$ cat src/rtl/alu_nibble_sequencer.sv
// alu_nibble_sequencer: drives one 4-bit 74181-style slice a nibble per clock and
// assembles the WIDTH-bit result, returned on a valid/ready response channel.
module alu_nibble_sequencer #(
  parameter int WIDTH = 16
) (
  input  logic             clk,
  input  logic             rst_n,
  input  logic             req_valid,
  output logic             req_ready,
  input  logic [3:0]       req_s,
  input  logic [WIDTH-1:0] req_a,
  input  logic [WIDTH-1:0] req_b,
  input  logic             req_c_in,
  output logic [3:0]       alu_s,
  output logic [3:0]       alu_a,
  output logic [3:0]       alu_b,
  output logic             alu_c_in,
  input  logic [3:0]       alu_f,
  input  logic             alu_c_out,
  output logic             rsp_valid,
  input  logic             rsp_ready,
  output logic [WIDTH-1:0] rsp_f,
  output logic             rsp_c_out
);
  localparam int NNIB = WIDTH / 4;
  localparam int IW = NNIB > 1 ? $clog2(NNIB) : 1;
  typedef enum logic [1:0] {IDLE, RUN, DONE} state_t;
  state_t           state_q;
  logic [IW-1:0]    idx_q;
  logic [3:0]       s_q;
  logic [WIDTH-1:0] a_q, b_q, f_q, f_d;
  logic             c_q, co_q, last;
  // Operands shift right so the active nibble is always at [3:0] and drains to zero by DONE.
  assign last = idx_q == IW'(NNIB - 1);
  assign f_d = (f_q >> 4) | (WIDTH'(alu_f) << (WIDTH - 4));
  assign req_ready = state_q == IDLE;
  assign rsp_valid = state_q == DONE;
  assign rsp_f = f_q;
  assign rsp_c_out = co_q;
  assign alu_s = s_q;
  assign alu_a = a_q[3:0];
  assign alu_b = b_q[3:0];
  assign alu_c_in = c_q;
  always_ff @(posedge clk) begin
    if (!rst_n) begin
      state_q <= IDLE;
      idx_q <= '0;
      s_q <= '0;
      a_q <= '0;
      b_q <= '0;
      f_q <= '0;
      c_q <= 1'b0;
      co_q <= 1'b0;
    end else begin
      case (state_q)
        IDLE: if (req_valid) begin
          s_q <= req_s;
          a_q <= req_a;
          b_q <= req_b;
          c_q <= req_c_in;
          idx_q <= '0;
          state_q <= RUN;
        end
        RUN: begin
          f_q <= f_d;
          a_q <= a_q >> 4;
          b_q <= b_q >> 4;
          c_q <= last ? 1'b0 : alu_c_out;
          s_q <= last ? 4'h0 : s_q;
          idx_q <= last ? '0 : idx_q + IW'(1);
          if (last) begin
            co_q <= alu_c_out;
            state_q <= DONE;
          end
        end
        DONE: if (rsp_ready) state_q <= IDLE;
        default: state_q <= IDLE;
      endcase
    end
  end
endmodule

$ cat config.mk
export PLATFORM = sky130hd
export DESIGN_NAME = alu_nibble_sequencer
export DESIGN_NICKNAME = d
export VERILOG_FILES = /design/src/rtl/alu_nibble_sequencer.sv
export SDC_FILE = /design/constraint.sdc
export NUM_CORES = 1
export LEC_CHECK = 0
export CAP_MARGIN = 10
export CORE_MARGIN = 2
export CORE_UTILIZATION = 50
export DETAILED_ROUTE_END_ITERATION = 12
export PLACE_DENSITY = 0.85
export SLEW_MARGIN = 5
export SYNTH_ARGS = -nofsm -noshare
export SYNTH_HDL_FRONTEND = slang
export SYNTH_SLANG_ARGS = --single-unit
$ cat constraint.sdc
create_clock -name clk -period 3.8 [get_ports clk]
set_input_delay 0.76 -clock clk [delete_from_list [all_inputs] [get_ports clk]]
set_output_delay 0.76 -clock clk [all_outputs]
set_load 0.01 [all_outputs]
# ---- After elaboration in Yosys (flattened, before gate mapping)
# Cells that the tools add are included.
dict set report totals {
  register_bits 58
  output_inout_bits 32
  wordCells 39
  input_bits 46
}
dict set report classes {
  addsub 1
  n_mux 17
  reduce_logical 6
  bitwise_logic 1
  eq_ne 6
}
# operator count
set ops {}
lappend ops {{16-bit case mux with 2 select lines} 2}
lappend ops {{16-bit 2-to-1 mux} 2}
lappend ops {{12-bit by 16-bit bitwise OR with 16-bit output} 1}
lappend ops {{2-bit 2-to-1 mux} 5}
lappend ops {{4-bit 2-to-1 mux} 2}
lappend ops {{4-bit case mux with 2 select lines} 1}
lappend ops {{2-bit case mux with 3 select lines} 1}
lappend ops {{3-bit AND reduction} 2}
lappend ops {{2-bit == test, second input constant} 2}
lappend ops {{2-bit inequality test, second input constant} 2}
lappend ops {{2-bit case mux with 2 select lines} 1}
lappend ops {{2-bit AND reduction} 2}
lappend ops {{2-bit by 1-bit adder with 2-bit output, second input constant} 1}
lappend ops {{2-bit by 1-bit == test with 1-bit output, second input constant} 1}
lappend ops {{2-bit zero test} 1}
lappend ops {{1-bit 2-to-1 mux} 2}
lappend ops {{2-bit by 1-bit inequality test with 1-bit output, second input constant} 1}
lappend ops {{1-bit case mux with 2 select lines} 1}
lappend ops {{2-bit nonzero test} 1}

# ---- Logic depth before layout (Yosys ltp)
dict set report depth {
  ltp_word 3
  ltp_mapped 6
  ltp_nobuf 4
}

# ---- Worst setup path before layout
# OpenSTA, ideal clock, no wires.
dict set report synth_path {
  path_kind {register to output}
  from {reg state_q[0]}
  to {out req_ready}
  arrival_time_ns 0.856
  stages_incl_launch_ff 5
  slack_ns 2.184
  cell_sequence {dfxtp_1 -> buf_6 -> buf_6 -> buf_6 -> nor2_1}
}
dict set report synth_via {
  elab_chain_len 1
}
# item line_no
set synth_rtl {}
lappend synth_rtl {{start: declaration} 28} ;# state_t state_q;
lappend synth_rtl {{start signal: assignment} 46} ;# state_q <= IDLE;
lappend synth_rtl {{start signal: assignment} 62} ;# state_q <= RUN;
lappend synth_rtl {{start signal: assignment} 73} ;# state_q <= DONE;
lappend synth_rtl {{2-bit zero test} 36} ;# assign req_ready = state_q == IDLE;
lappend synth_rtl {{end: declaration} 9} ;# output logic req_ready,
# No other way between the ends.

# ---- Final worst setup path
dict set report layout_path {
  from {reg state_q[0]}
  to {out rsp_valid}
}
dict set report layout_via {
  elab_chain_len 1
}
# item line_no
set layout_rtl {}
lappend layout_rtl {{2-bit == test} 37} ;# assign rsp_valid = state_q == DONE;
lappend layout_rtl {{end: declaration} 20} ;# output logic rsp_valid,
# No other way between the ends.

==> flow_summary.yaml <==
clock_tree:
  cts_hold_buf: 0
  post_cts_buffers: 0
  cts_root_buf: "clkbuf_8"
  cts_tree: "done"
  cts.sinks: 58
  cts.path.max_buffers: 2
  post_cts_resized: 0
  cts_buffers: 9
  clk_pin_slew_ns: 0.06
  cts.htree.levels: 3
  worstSkewPairLatency_ns: 0.33
route:
  avgViaCountPerCell: 5.16
  drt-initial-drc-count: 108
  drcViolationCount: 0
  num_vias: 2023
  wirelength_um: 5490
  firstDrtPassIters: 4
  ant_nets: 0
  routedWlPerCell_um: 14.0
cells_and_area:
  instances_no_fill: 392
  final_nets: 368
  syn_to_final_growth_pct: 32.3
  final_cell_area_um2: 3380
  final_util: 0.701
  layout-drive-gt1-share: 0.0615
  antennaDiodeCount: 0
critical_path:
  endpoint_kind: "output port"
  r2r-end: "rsp_f[5]"
  critPathKind: "reg -> out"
  regToRegSetupSlack_ns: 1.44
  worstPathRequired_ns: 3.04
  cp-start-kind: "flop"
  reg2reg_from: "state_q[0]"
  worstPathArrival_ns: 1.96
  r2r_cells: 3
  critical_path.startpoint: "state_q[0]"
  path_max_fanout: 35
die:
  die-area_um2: 5690
  placementRows: 25
  fp.dieH_um: 75.4
  die_w_um: 75.4
  initial_core_util: 0.530
  io_pins: 78
  core-area_um2: 4820
run_status:
  status: "finished, final reports clean"
sta:
  clock.fmax_mhz: 367
  finalHoldViolCount: 0
  slew_headroom: 0.261
  rsz0062_at_grt: "no"
  fin_tns_setup_ns: 0
  min_period_ns: 2.72
  setup_viol: 0
  skew_ns: 0.00601
  maxSlewViolCount: 0
  fin_crit_sh: 0.717
  worstMarginPinSlew_ns: 1.11
hold_path:
  hold_path_class: "reg -> reg"
  hold_end: "rsp_f[2]"
  hold_path_depth: 2
  hp-start: "rsp_f[2]"
grt:
  grt_start_max_net_pins: 59
  grt_first_pass_wirelength_um: 8490
  antenna_found_initial: 0
  grt_pass1_vias: 1901
  overflow: 0
  track_usage: 0.197
synthesis:
  syn-num-nets: 309
  ys_seq_elements: 58
  synth-edff-count: 0
  async_flop_share: 0
  synth.distinct_cells: 24
  synth_seq_area_share: 0.455
  yosys_warnings: 0
  synth_area_um2: 2550
  syn_inst: 261
  avgSynthCellArea_um2: 9.77
  synthFlopType: "dfxtp_1"
power_and_ir_drop:
  p_per_area_nw_per_um2: 415
  ir_drop_v: 0.000252
  power_leakage_nw: 1.46
placement:
  placed_cell_area_um2: 3190
  place_congestion: 0.749
  io_buffers: 77
  placed_cells: 376
  dp_hpwl_um: 3620
run:
  maxCapViolCount: 0
[sequential cells by signal, summed over array words and instances (netlist names)]
register   flops
a_q           16
alu_c_in       1
alu_s          4
b_q           16
idx_q          2
rsp_c_out      1
rsp_f         16
state_q        2
[cells in the final DEF, fill, tap and decap left out, drive strengths merged]
cell,count
buf,1
o22ai,1
or3,1
nand2,62
clkinv,2
ha,2
mux2i,25
nor2,2
o21bai,1
clkbuf,14
nor2b,14
nand3b,1
a22oi,9
o21ba,1
dfxtp,58
nor3b,1
o221a,1
clkdlybuf4s50,76
nand2b,2
o211a,24
o21ai,4
a21boi,22
o21a,1
[report_power, final]
part	leakage (nW)	switching (W)	internal (W)
clock network	0.0965	0.000220	0.000288
registers	0.477	0.0000345	0.000648
logic	0.890	0.0000860	0.000125
total	1.46	0.000340	0.00106
[stage by stage]
stage	power, W	setup slack, ns	hold slack, ns
floorplan	0.000829	2.18	0.461
global placement	0.000899	1.40	0.452
detailed placement	0.000906	1.33	0.464
CTS	0.00142	1.06	0.472
global route	0.00146	0.932	0.496
finish	0.00140	1.08	0.474
[routing by layer]
layer,up-vias,global-route usage,part of all wire
met1,952,0.237,0.44
met4,0,0.111,0.019
met2,52,0.334,0.50
li1,1011,-,-
met3,8,0.0317,0.040
met5,-,0,0
[worst max-delay path by stage]
stage	end	slack (ns)	depth (start not counted)
6_report	rsp_valid	1.08	2
5_1_grt	rsp_valid	0.93	2
3_5_place_dp	a_q[13]	1.33	4
2_1_floorplan	req_ready	2.18	4
4_1_cts	rsp_valid	1.06	2
3_3_place_gp	a_q[1]	1.40	4
[critical path, stage by stage (launching register included)]
cell,delay (ns)
dfxtp_2,0.95
nor2b_1,0.14
clkdlybuf4s50_1,0.54
[logic make-up (layout without fill, tap and decap cells)]
family / count (synthesis) / in the layout / synth area share
AOI/OAI and AO/OA: 64 / 64 / 0.211
adders and majority gates: 2 / 2 / 0.00981
buffers and inverters: 29 / 93 / 0.0819
DFF: 58 / 58 / 0.455
muxes: 25 / 25 / 0.0981
and+or+nand+nor: 83 / 83 / 0.144
[layout make-up]
class	count	area [um^2]
Sequential cell	58	1160
Tap cell	67	83.8
Clock inverter	2	10.0
Multi-Input combinational cell	174	1180
Clock buffer	14	173
Fill cell	400	1440
Timing Repair Buffer	77	766
[synthesized netlist by cell type, types with 2 or more instances]
master,count,area [um^2]
ha_1,2,25.0
nand2_1,62,233
a21boi_0,18,135
clkbuf_1,5,18.8
nor2b_1,14,87.6
buf_4,13,97.6
buf_2,5,25.0
nor2_1,2,7.51
mux2i_1,25,250
a21boi_1,4,30.0
buf_6,6,67.6
a22oi_1,9,67.6
nand2b_1,2,12.5
dfxtp_1,58,1160
o211a_1,24,240
o21ai_0,4,20.0
(Power assumes the default switching activity.)
